File: src/rtl/seq_pkg.sv
// Shared constants and state encoding for the serial stream sequencer.
package seq_pkg;

  localparam int unsigned WordWDef = 16;
  localparam int unsigned DivWDef  = 8;
  localparam int unsigned CntWDef  = 5;

  typedef logic [1:0] seq_state_t;

  localparam seq_state_t StIdle  = 2'd0;
  localparam seq_state_t StClear = 2'd1;
  localparam seq_state_t StShift = 2'd2;
  localparam seq_state_t StDone  = 2'd3;

endpackage

File: src/rtl/bit_tick_gen.sv
// Loadable down-counter emitting a 1-cycle tick every div_i+1 enabled cycles.
module bit_tick_gen #(
  parameter int unsigned DivW = 8
) (
  input  logic            clk_i,
  input  logic            rst_ni,
  input  logic            load_i,
  input  logic            en_i,
  input  logic [DivW-1:0] div_i,
  output logic            tick_o
);

  logic [DivW-1:0] cnt_q, cnt_d;

  // Tick when the count hits zero, then reload the period.
  always_comb begin
    tick_o = en_i && (cnt_q == '0);
    cnt_d  = cnt_q;
    if (load_i) begin
      cnt_d = div_i;
    end else if (en_i) begin
      cnt_d = tick_o ? div_i : cnt_q - DivW'(1);
    end
  end

  // Counter state.
  always_ff @(posedge clk_i or negedge rst_ni) begin
    if (!rst_ni) begin
      cnt_q <= '0;
    end else begin
      cnt_q <= cnt_d;
    end
  end

endmodule

File: src/rtl/seq_stream_ctrl.sv
// Streams a latched word MSB-first into a 1010 detector and collects its hits.
module seq_stream_ctrl
  import seq_pkg::*;
#(
  parameter  int unsigned WORD_W = WordWDef,
  parameter  int unsigned DIV_W  = DivWDef,
  parameter  int unsigned CNT_W  = CntWDef,
  localparam int unsigned POS_W  = $clog2(WORD_W)
) (
  input  logic              i_clock,
  input  logic              i_reset,
  input  logic              i_start,
  input  logic              i_abort,
  input  logic [WORD_W-1:0] i_word,
  input  logic [DIV_W-1:0]  i_div,
  input  logic              i_det_hit,
  output logic              o_det_bit,
  output logic              o_det_en,
  output logic              o_det_clr,
  output logic              o_busy,
  output logic              o_done,
  output logic [CNT_W-1:0]  o_match_cnt,
  output logic              o_first_vld,
  output logic [POS_W-1:0]  o_first_pos
);

  seq_state_t        state_q, state_d;
  logic [WORD_W-1:0] word_q, word_d;
  logic [DIV_W-1:0]  div_q, div_d;
  logic [POS_W-1:0]  idx_q, idx_d;
  logic [CNT_W-1:0]  cnt_q, cnt_d;
  logic              fvld_q, fvld_d;
  logic [POS_W-1:0]  fpos_q, fpos_d;

  logic running;
  logic tick;

  assign running = (state_q == StClear) || (state_q == StShift);

  // An abort cycle never emits a bit, so the detector sees no partial step.
  bit_tick_gen #(
    .DivW (DIV_W)
  ) u_tick (
    .clk_i  (i_clock),
    .rst_ni (i_reset),
    .load_i (state_q == StClear),
    .en_i   ((state_q == StShift) && !i_abort),
    .div_i  (div_q),
    .tick_o (tick)
  );

  // Detector-facing and status outputs.
  always_comb begin
    o_det_en    = tick;
    o_det_bit   = tick & word_q[WORD_W-1];
    o_det_clr   = (state_q == StClear) || (running && i_abort);
    o_busy      = running;
    o_done      = (state_q == StDone);
    o_match_cnt = cnt_q;
    o_first_vld = fvld_q;
    o_first_pos = fpos_q;
  end

  // Sequencing and result accumulation.
  always_comb begin
    state_d = state_q;
    word_d  = word_q;
    div_d   = div_q;
    idx_d   = idx_q;
    cnt_d   = cnt_q;
    fvld_d  = fvld_q;
    fpos_d  = fpos_q;
    case (state_q)
      StIdle: begin
        if (i_start && !i_abort) begin
          word_d  = i_word;
          div_d   = i_div;
          idx_d   = '0;
          cnt_d   = '0;
          fvld_d  = 1'b0;
          fpos_d  = '0;
          state_d = StClear;
        end
      end
      StClear: begin
        state_d = i_abort ? StIdle : StShift;
      end
      StShift: begin
        if (i_abort) begin
          state_d = StIdle;
        end else if (tick) begin
          word_d = word_q << 1;
          idx_d  = idx_q + POS_W'(1);
          if (i_det_hit) begin
            if (cnt_q != '1) begin
              cnt_d = cnt_q + CNT_W'(1);
            end
            if (!fvld_q) begin
              fvld_d = 1'b1;
              fpos_d = idx_q;
            end
          end
          if (idx_q == POS_W'(WORD_W - 1)) begin
            state_d = StDone;
          end
        end
      end
      StDone: begin
        state_d = StIdle;
      end
      default: begin
        state_d = StIdle;
      end
    endcase
  end

  // State registers.
  always_ff @(posedge i_clock or negedge i_reset) begin
    if (!i_reset) begin
      state_q <= StIdle;
      word_q  <= '0;
      div_q   <= '0;
      idx_q   <= '0;
      cnt_q   <= '0;
      fvld_q  <= 1'b0;
      fpos_q  <= '0;
    end else begin
      state_q <= state_d;
      word_q  <= word_d;
      div_q   <= div_d;
      idx_q   <= idx_d;
      cnt_q   <= cnt_d;
      fvld_q  <= fvld_d;
      fpos_q  <= fpos_d;
    end
  end

endmodule

File: config.mk
export PLATFORM = sky130hd
export DESIGN_NAME = seq_stream_ctrl
export DESIGN_NICKNAME = d
export VERILOG_FILES = /design/src/rtl/seq_pkg.sv /design/src/rtl/bit_tick_gen.sv /design/src/rtl/seq_stream_ctrl.sv
export SDC_FILE = /design/constraint.sdc
export NUM_CORES = 1
export LEC_CHECK = 0
export ABC_CLOCK_PERIOD_IN_PS = 2410
export CAP_MARGIN = 5
export CELL_PAD_IN_SITES_DETAIL_PLACEMENT = 1
export CELL_PAD_IN_SITES_GLOBAL_PLACEMENT = 1
export CORE_AREA = 2 2 94 74
export CTS_CLUSTER_DIAMETER = 200
export DETAILED_ROUTE_END_ITERATION = 8
export DIE_AREA = 0 0 96 76
export GPL_ROUTABILITY_DRIVEN = 0
export GPL_TIMING_DRIVEN = 0
export PLACE_DENSITY = 0.77
export SYNTH_ARGS = -nofsm -noshare
export SYNTH_HDL_FRONTEND = slang
export SYNTH_SLANG_ARGS = --single-unit
File: constraint.sdc
create_clock -name i_clock -period 2.41 [get_ports i_clock]
set_input_delay 0.241 -clock i_clock [delete_from_list [all_inputs] [get_ports i_clock]]
set_output_delay 0.241 -clock i_clock [all_outputs]
set_load 0.03 [all_outputs]
# == After elaboration in Yosys (flattened, before gate mapping) ==
# Cells that the tools add are included.
# word_totals
register_bits,48
elab_cells,75
# classes
addsub,3
muxes,33
reduce_logical,17
eq_ne,13
bitwise,1
# ops
op,count
$mux W16,3
$pmux W16 S2,1
$mux W4,7
$mux W5,5
$mux W8,3
$pmux W4 S2,2
$reduce_and A6 Y1,2
$mux W2,5
$ne A2 B2 Y1 const B,5
$pmux W5 S2,1
$logic_not A8 Y1,1
$pmux W2 S4,1
$sub A8 B1 Y8 const B,1
$add A5 B1 Y5 const B,1
$ne A5 B5 Y1 const B,1
$reduce_and A5 Y1,1
$add A4 B1 Y4 const B,1
$eq A2 B2 Y1 const B,2
$eq A4 B4 Y1 const B,1
$logic_and A1 B1 Y1,4
$mux W1,4
$reduce_and A4 Y1,1
$reduce_bool A2 Y1,2
$ne A3 B2 Y1 const B,1
10 further kinds,11

# == Logic depth before layout (Yosys ltp) ==
# depth
depth_word,6
mapped_depth,9
mapped_depth_nobuf,7

# == By module ==
# A second synthesis with hierarchy kept.
# unflattened
cells_unflattened,253
hier_area_um2,2532.4
# modules_own_cells
mod,area_each_um2,seq_area_each_um2,cells_per_inst,instances
seq_stream_ctrl,1955.6,1001.0,190,1
bit_tick_gen,576.8,200.2,63,1

# == Least setup slack after synthesis ==
# Ideal clock, no wire load.
# synth_timing
kind,register -> output
from,register u_tick.cnt_q[0]
to,output port o_det_bit
slack_ns,0.255
arrival_ns,1.914
stages_incl_launch_ff,8
path_buffers,1
path_cell_list,dfrtp_1 -> inv_1 -> ha_1 -> nor3b_1 -> buf_2 -> nand3_1 -> inv_1 -> and2_1
# synth_between
elab_chain_cells,3
# synth_lines
item,line,text
start: declaration,bit_tick_gen.sv:13,"logic [DivW-1:0] cnt_q, cnt_d;"
start signal: assignment,bit_tick_gen.sv:31,cnt_q <= cnt_d;
$logic_not A8 Y1,bit_tick_gen.sv:17,tick_o = en_i && (cnt_q == '0);
$logic_and A1 B1 Y1,bit_tick_gen.sv:17,
net o_det_en,seq_stream_ctrl.sv:18,"output logic o_det_en,"
$and A1 B1 Y1,seq_stream_ctrl.sv:55,o_det_bit = tick & word_q[WORD_W-1];
end: declaration,seq_stream_ctrl.sv:17,"output logic o_det_bit,"
# The timed path passes the listed nets, and every way through them passes these cells.

# == Worst setup path in the final report ==
# layout_timing
from,register state_q[0]
to,register cnt_q[3] (netlist: o_match_cnt[3])
# layout_between
elab_chain_cells,5
# layout_lines
item,line,text
start: declaration,seq_stream_ctrl.sv:27,"seq_state_t state_q, state_d;"
start signal: assignment,seq_stream_ctrl.sv:120,state_q <= StIdle;
start signal: assignment,seq_stream_ctrl.sv:128,state_q <= state_d;
$eq A2 B2 Y1,"seq_stream_ctrl.sv:47, seq_stream_ctrl.sv:73",
$logic_and A1 B1 Y1,seq_stream_ctrl.sv:47,".en_i ((state_q == StShift) && !i_abort),"
$logic_and A1 B1 Y1,bit_tick_gen.sv:17,
$ne A2 B2 Y1 (no source line),--,
$reduce_and A6 Y1 (no source line),--,
end signal: assignment,seq_stream_ctrl.sv:132,cnt_q <= cnt_d;
end: declaration,seq_stream_ctrl.sv:31,"logic [CNT_W-1:0] cnt_q, cnt_d;"
# Several ways; a longest one is shown, not always the timed one.
# A chain may end at the register's enable or synchronous reset.

==> flow_metrics.py <==
metrics = {
    "setup_path": {
        "crit_path_end_kind": "register",
        "cpMaxStageDelayCell": "or4_1",
        "path_buf_inv": 3,
        "crit_type": "reg -> reg",
        "required_ns": 2.64,
        "critPathMaxFanout": 9,
        "arrival_ns": 2.55,
        "cpPeakStageDelay_ns": 0.56,
        "cpLargestDelayFamily": "simple AND/OR/NAND/NOR gates",
        "critPathLaunchType": "register",
        "crit_path_cell_trace": "inv_1 > ha_1 > clkbuf_4 > nor4b_4 > buf_6 > nand4_4 > or4_1 > a21oi_1",
    },
    "drt": {
        "first_pass_iters": 4,
        "wirelength_um": 6420,
        "vias": 2099,
        "ant_nets": 0,
        "drt-initial-drc-count": 93,
        "routedWlPerCell_um": 16.7,
        "drc": 0,
        "vias_per_cell": 5.45,
    },
    "layout": {
        "diodes": 0,
        "drive_above_1_share_pct": 13.0,
        "stdcell_area_um2": 3200,
        "layout_commonest_cell": "dfrtp_1",
        "nNetsFinal": 338,
        "area_growth_pct": 29.4,
        "final_cell_mix": "48 x dfrtp_1, 39 x clkdlybuf4s50_1, 28 x nand2_1",
    },
    "synth": {
        "syn_inst": 246,
        "post_synth_num_cell_types": 45,
        "yosysTopAreaCell": "dfrtp_1",
        "seq_area_frac_synth_pct": 48.6,
        "ys_warn_count": 0,
        "syn-cell-area_um2": 2470,
        "ys_seq_elements": 48,
        "synth-edff-count": 0,
        "synthFlopType": "dfrtp_1",
        "async_flop_share_pct": 100,
        "syn_area_per_cell_um2": 10.1,
        "syn_nets": 284,
        "netlist.area_leader.share_pct": 48.6,
        "synth_area_leaders": "dfrtp_1 49%, mux2i_1 5.3%, ha_1 4.6%",
    },
    "global_route": {
        "grt_pass1_vias": 2190,
        "grt_max_degree": 35,
        "grt_usage_pct": 19.1,
        "antenna_found_initial": 0,
        "grt-ovfl-total": 0,
        "grt_pass1_wl_um": 11000,
    },
    "clock_network": {
        "cts_buffers": 5,
        "cts_tree": "built",
        "clkLatencyLatePin_ns": 0.32,
        "h-tree-depth": 2,
        "clk_pin_slew_ns": 0.10,
        "cts_buffer_depth": 2,
        "clock_sinks": 48,
        "cts-root-buf": "clkbuf_8",
    },
    "timing": {
        "skew_ns": 0.0142,
        "fin_crit_sh_pct": 96.4,
        "fmaxAchievable_mhz": 430,
        "finalSetupViolCount": 0,
        "post-route-min-period_ns": 2.32,
        "tightest_slew_ns": 0.703,
        "max_slew_margin_pct": 52.9,
        "hold_viol": 0,
        "hold_ws_ns": 0.366,
        "maxSlewViolCount": 0,
    },
    "placement": {
        "dpl_cell_area_um2": 3020,
        "hpwl_um": 4610,
        "io_buffers": 43,
    },
    "power": {
        "power-per-cell-area_nw_per_um2": 1010,
        "p_total_uw": 3240,
        "p_leak_uw": 0.00138,
        "peakVddDrop_mv": 0.322,
    },
    "worst_hold_path": {
        "hold_path_class": "in -> async",
    },
    "floorplan": {
        "die-width_um": 96,
        "core_area_um2": 6470,
        "initial_core_util_pct": 38.2,
        "die_h_um": 76,
        "rows": 26,
        "dieArea_um2": 7300,
        "ios": 44,
    },
    "job": {
        "drv_cap": 0,
    },
    "run_status": {
        "status": "finished, final reports clean",
    },
}
[layout make-up]
| cell class | instances | area, µm² |
|---|---|---|
| Sequential cell | 48 | 1200 |
| Timing Repair Buffer | 48 | 477 |
| Fill cell | 733 | 3270 |
| Clock inverter | 3 | 42.5 |
| Buffer | 9 | 50.0 |
| Multi-Input combinational cell | 169 | 1180 |
| Inverter | 19 | 71.3 |
| Clock buffer | 5 | 68.8 |
| Tap cell | 84 | 105 |
[kinds of logic (layout without fill, tap and decap cells)]
group,count (synthesis),after routing,synth area share (%)
and+or+nand+nor,76,76,16.6
AOI/OAI and AO/OA,60,60,15.6
DFF,48,48,48.6
buffers and inverters,29,84,4.60
muxes,22,22,9.36
adders and majority gates,9,9,4.55
xor gates and xnor gates,2,2,0.708
[flip-flops by register name, indices dropped and copies added, names as in the netlist]
signal	count
o_first_vld	1
state_q	2
o_match_cnt	5
idx_q	4
div_q	8
u_tick.cnt_q	8
word_q	16
o_first_pos	4
[metrics by stage]
stage / setup WS, ns / std cells / setup TNS [ns] / util (%)
floorplan: 0.255 / 246 / 0 / -
global placement: -0.381 / 373 / -18.66 / 46.5
detailed placement: -0.384 / 374 / -0.652 / 46.7
CTS: 0.0238 / 383 / 0 / 48.9
global route: -0.00966 / 385 / -0.00966 / 49.4
finish: 0.0862 / 385 / 0 / 49.4
[worst paths after layout]
path | cells past startpoint | slack [ns] | start | to
min in group i_clock | 2 | 0.48 | word_q[15] | word_q[15]
min | 2 | 0.37 | i_reset | u_tick.cnt_q[3]
min reg2reg | 2 | 0.48 | word_q[15] | word_q[15]
max reg2reg | 8 | 0.09 | state_q[0] | o_match_cnt[3]
max in group asynchronous | 3 | 1.51 | i_reset | word_q[8]
max | 8 | 0.09 | state_q[0] | o_match_cnt[3]
[report_power, final]
| group | switching (µW) | leakage, µW | internal [µW] | total, µW |
|---|---|---|---|---|
| clock | 298 | 0.0000541 | 308 | 606 |
| combinational | 687 | 0.000729 | 571 | 1260 |
| sequential | 255 | 0.000601 | 1120 | 1380 |
| total | 1240 | 0.00138 | 2000 | 3240 |
[Yosys cell counts, drive strengths merged, types with 5 or more instances]
library cell,number
inv,19
nand3,5
mux2i,13
nand4,5
dfrtp,48
nand2,28
o21ai,17
ha,9
nor2,14
a21oi,14
clkbuf,6
o22ai,5
mux2,9
or4,5
[layer usage]
metal,up-vias,global-route usage (%),share of wire [%]
met5,-,0,0
met4,0,4.71,0.86
met3,5,3.36,2.7
met2,33,29.8,47
met1,1073,27.6,49
li1,988,-,-
[repair_timing]
| action | in CTS | in global routing |
|---|---|---|
| hold endpoints to repair | 14 | 0 |
| hold buffers | 1 | 0 |
| pin swaps | 0 | 0 |
| endpoints found under the setup margin | 9 | 20 |
| gates resized for setup | 13 | 12 |
| setup buffers | 1 | 2 |
Note: power is estimated with default switching activity, not from simulation.
